`src/rtl/unpacked_deserializer.sv`:
```
// Serial-to-parallel deserializer: collects M single-bit elements into an
// unpacked store and presents them as a packed word under valid/ready.
module unpacked_deserializer #(
  parameter int unsigned M = 2
) (
  input  logic         clock,
  input  logic         reset,
  input  logic         clear,
  input  logic         in_valid,
  input  logic         in_bit,
  output logic         in_ready,
  output logic         out_valid,
  input  logic         out_ready,
  output logic [M-1:0] out_word,
  output logic         out_elems [M]
);

  localparam int unsigned CW = (M > 1) ? $clog2(M) : 1;

  typedef enum logic {FILL, HOLD} state_t;

  state_t        state;
  logic [CW-1:0] cnt;
  logic          mem [M];
  logic          accept;

  // A held word frees the input only in the cycle it is being consumed.
  assign in_ready  = !reset && !clear && ((state == FILL) || out_ready);
  assign accept    = in_valid && in_ready;
  assign out_valid = (state == HOLD);
  assign out_elems = mem;

  always_comb begin
    out_word = '0;
    for (int i = 0; i < int'(M); i++) out_word[i] = mem[i];
  end

  always_ff @(posedge clock) begin
    if (reset) begin
      state <= FILL;
      cnt   <= '0;
      for (int i = 0; i < int'(M); i++) mem[i] <= 1'b0;
    end else if (clear) begin
      state <= FILL;
      cnt   <= '0;
    end else begin
      case (state)
        FILL: begin
          if (accept) begin
            mem[cnt] <= in_bit;
            if (cnt == CW'(M - 1)) begin
              state <= HOLD;
              cnt   <= '0;
            end else begin
              cnt <= cnt + CW'(1);
            end
          end
        end
        HOLD: begin
          if (out_ready) begin
            state <= FILL;
            // Back-to-back: the bit arriving with the handoff starts the next word.
            if (in_valid) begin
              mem[0] <= in_bit;
              cnt    <= CW'(1);
            end else begin
              cnt <= '0;
            end
          end
        end
        default: begin
          state <= FILL;
          cnt   <= '0;
        end
      endcase
    end
  end

endmodule

```
`config.mk`:
```
export PLATFORM = sky130hd
export DESIGN_NAME = unpacked_deserializer
export DESIGN_NICKNAME = d
export VERILOG_FILES = /design/src/rtl/unpacked_deserializer.sv
export SDC_FILE = /design/constraint.sdc
export NUM_CORES = 1
export LEC_CHECK = 0
export ABC_AREA = 1
export CAP_MARGIN = 30
export CORE_AREA = 5 5 42 44
export DETAILED_ROUTE_END_ITERATION = 7
export DIE_AREA = 0 0 47 49
export PLACE_DENSITY = 0.4
export SKIP_CTS_REPAIR_TIMING = 1
export SYNTH_ARGS = -nofsm -noshare
export SYNTH_HDL_FRONTEND = slang
export SYNTH_SLANG_ARGS = --single-unit
```
`constraint.sdc`:
```
create_clock -name clock -period 1.5 [get_ports clock]
set_input_delay 0.45 -clock clock [delete_from_list [all_inputs] [get_ports clock]]
set_output_delay 0.45 -clock clock [all_outputs]
set_load 0.03 [all_outputs]
```
# Yosys cells after proc, flatten, opt, wreduce, memory -nomap -nowiden
# Index checks and enable logic that the tools add are counted.
totals:
  inputBits: 6
  romBits: 0
  reg_bits: 4
  latch_bits: 0
  elab_cells: 40
  ramBits: 0
  n_memories: 0
classes:
  addsub: 1
  reduce_logical: 11
  n_div: 0
  mux: 16
  shift: 0
  n_eq_ne: 3
  multipliers: 0
  bitwise: 3
  magnitude_cmp: 2
op_table:
  columns: ["op", "n"]
  rows:
  - ["1-bit 2-to-1 mux", 10]
  - ["2-bit inequality test (second input constant)", 3]
  - ["1-bit one-hot mux with 2 select lines", 3]
  - ["1-bit logical AND", 4]
  - ["4-bit AND reduction", 1]
  - ["3-bit AND reduction", 1]
  - ["2-bit bitwise mux", 1]
  - ["2-bit greater-or-equal comparator (second input constant)", 1]
  - ["1-bit logical NOT", 2]
  - ["2-bit by 1-bit < comparator with 1-bit output (second input constant)", 1]
  - ["2-bit 2-to-1 mux", 1]
  - ["1-bit inverter", 2]
  - ["1-bit inverter with 2-bit output", 1]
  - ["2-bit AND reduction", 1]
  - ["2-bit OR reduction", 1]
  - ["1-bit adder (second input constant)", 1]
  - ["1-bit demux with 1-bit select", 1]
  - ["1-bit logical OR", 1]

# Longest topological paths before layout
depth:
  ltp_word: 8
  mapped_depth: 7
  mapped_depth_nobuf: 7

# Worst setup path after synthesis
# OpenSTA, ideal clock, no wires.
synth_timing:
  kind: "in2out"
  startpoint: "input port clear"
  endpoint: "output port in_ready"
  t_required_ns: 1.050
  slack_ns: 0.063
  path_stages: 3
  n_path_buf: 0
  arrival_time_ns: 0.987
  path_cell_list: "nor2_2 inv_1 a21oi_2"
synth_via:
  elab_chain_cells: 3
synth_lines:
  columns: ["element", "line", "text"]
  rows:
  - ["from (decl)", "8", "input logic clear,"]
  - ["1-bit logical NOT", "28", "assign in_ready = !reset && !clear && ((state == FILL) || out_ready);"]
  - ["1-bit logical AND (2 in a row)", "28", null]
  - ["to (decl)", "11", "output logic in_ready,"]
# Every way passes these cells.

# Worst setup path after layout
layout_timing:
  startpoint: "input port reset"
  endpoint: "output port in_ready"
layout_via:
  elab_chain_cells: 3
layout_lines:
  columns: ["element", "line", "text"]
  rows:
  - ["from (decl)", "7", "input logic reset,"]
  - ["1-bit logical NOT", "28", null]
  - ["1-bit logical AND (2 in a row)", "28", null]
# Every way passes these cells.

==> results.cfg <==
[sta]
min_period_ns = 1.458
rsz0062_at_grt = no
final.setup.tns_ns = 0
setup_slack_ns = 0.04216
finClkSkew_ns = 0.009978
max_slew.worst_pin.slew_ns = 0.3240
max_freq_ghz = 0.6859
min_period_over_period_pct = 97.19
maxSlewViolCount = 0
slew_headroom_pct = 78.36
hold_violations = 0
setup_viol = 0
hold_ws_ns = 0.4703

[flow_run]
maxCapViolations = 0

[min_path]
hold_start = out_elems[1]
holdPathStages = 2
whs_endpoint = out_elems[1]
min_path_type = flip-flop to flip-flop

[detailed_routing]
first_pass_iters = 4
first_iter_violations = 9
via_per_inst = 4.299
detail_route.wirelength_microns = 688
drc_errors = 0
vias = 288
wire_per_inst_microns = 10.27
detail-route-antenna-nets = 0

[floorplan]
initial_utilization_pct = 17.23
coreArea_sq_um = 1401
die_y_microns = 49
fp.dieW_microns = 47
fp-row-count = 14
die_area_sq_um = 2303
pin_count = 12

[run_status]
status = completed

[setup_path]
worstPathArrival_ns = 1.01
path_cells = clkbuf_2 > nor2_2 > inv_2 > a21oi_4 > buf_6
cpMaxStageDelayCell = buf_6
critPathMaxStageDelay_ns = 0.14
cp_max_fo = 2
cp.required_ns = 1.05
r2r-end = out_elems[1]
ff2ff_setup_slack_ns = 0.34
r2r_cells = 6
crit_path_end_kind = output port
regToRegStartpoint = out_valid
criticalPathCategory = input pin to output port
start_kind = input pin

[logic_synthesis]
synth_top_area_share_pct = 33.16
synth_seq_cells = 4
ys_warn_count = 0
netlist_area_sq_um = 241.5
postSynthCellCount = 35
yosysSeqAreaShare_pct = 33.16
syn-num-nets = 41
synth_area_per_cell_sq_um = 6.899
synth_area_leaders = dfxtp_1 (33%), nand2_1 (11%), a21oi_1 (10%), inv_1 (9.3%), a21oi_2 (7.3%)
synth_top_area_cell = dfxtp_1
yosysUniqueCellTypes = 13

[power_and_ir_drop]
p_leak_nw = 0.2470
power_w = 0.0002920
p_per_area_nw_per_um2 = 698.6
ir_worst_vdd_uv = 391.5

[clock_tree]
clk_latency_ns = 0.24
htreeDepth = 1
cts_tree = built
cts_inserted_buffers = 3
cts_sinks = 4
root_buffer = clkbuf_4
clk_path_buf_depth = 2
clk_pin_slew_ns = 0.03

[cells_and_area]
fillers = 164
n_antenna_cell = 0
final_layout_size_suffix_gt1_share_pct = 33.33
layout.cells.most_common = nand2_1
syn_to_final_growth_pct = 73.06
fin_nets = 59
design_area_sq_um = 417.9
layout_common_cells = nand2_1 (7), a21oi_1 (5), dlymetal6s2s_1 (5), buf_4 (5)

[grt]
grt_usage_pct = 6.836
overflow = 0
grt_max_degree = 8
antenna_found_initial = 0
grt_pass1_vias = 266
grt_pass1_wl_mm = 1.069

[placement]
post-place-ws_ns = -0.3596
dpl.hpwl_microns = 567.7
place_congestion = 0.7369
place_area_sq_um = 381.6
io_buffers = 11
==> where the power goes <==
part           internal [W]  total [W]  switching, W
Clock             0.0000897   0.000136     0.0000468
Combinational     0.0000242  0.0000473     0.0000232
Sequential         0.000108   0.000108   0.000000460
==> worst max-delay path by stage <==
| stage | startpoint | to | slack, ns |
|---|---|---|---|
| 5_1_grt | reset | in_ready | 0.008 |
| 3_3_place_gp | clear | in_ready | -0.35 |
| 3_5_place_dp | clear | in_ready | -0.36 |
| 2_1_floorplan | clear | in_ready | 0.06 |
| 6_report | reset | in_ready | 0.04 |
| 4_1_cts | clear | in_ready | -0.37 |
==> synth_stat cells <==
library cell and count:
o21ai_0 2, dfxtp_1 4, a21oi_2 2, nor2_1 1, buf_4 2, nand2_1 7, a21oi_1 5, nand3_2 1
nor2_2 1, nand4_1 2, nand3_1 1, inv_1 6, a21boi_1 1
==> cell families (layout without fill, tap and decap cells) <==
group                  Yosys count  count (layout)  synth area share, %
AND/OR/NAND/NOR                 13              13                26.42
AO/OA/AOI/OAI                   10              10                24.87
buffers and inverters            8              24                15.54
flip-flops                       4               4                33.16
==> critical path, delay by kind of cell <==
family	cells	cell delay [ns]
buf+inv	3	0.30
simple gates	1	0.13
compound gates	1	0.12
==> state kept, by name (all words and copies together) (netlist names) <==
name	count
cnt	1
out_elems	2
out_valid	1
==> metal layers <==
metal	share of wire (%)	routed length, microns	vias up	global-route usage [%]
li1	-	-	148	-
met1	44	303	132	7.489
met2	49	336	8	9.502
met3	6.8	47	0	5.535
met4	0	0	0	2.765
met5	0	0	-	0
==> final cells by class <==
type,instances,area (sq um),area share [%]
Clock buffer,3,22.52,5.389
Inverter,6,22.52,5.389
Timing Repair Buffer,15,141.4,33.83
Multi-Input combinational cell,23,131.4,31.44
Sequential cell,4,80.08,19.16
Tap cell,16,20.02,4.790
==> metrics by stage <==
stage | util (%) | std cells
after detailed placement | 27.23 | 64
after floorplan | - | 35
after global placement | 27.23 | 64
final | 29.82 | 67
after CTS | 28.84 | 67
after global routing | 29.82 | 67
No activity file was read; power rests on OpenSTA's default activity.
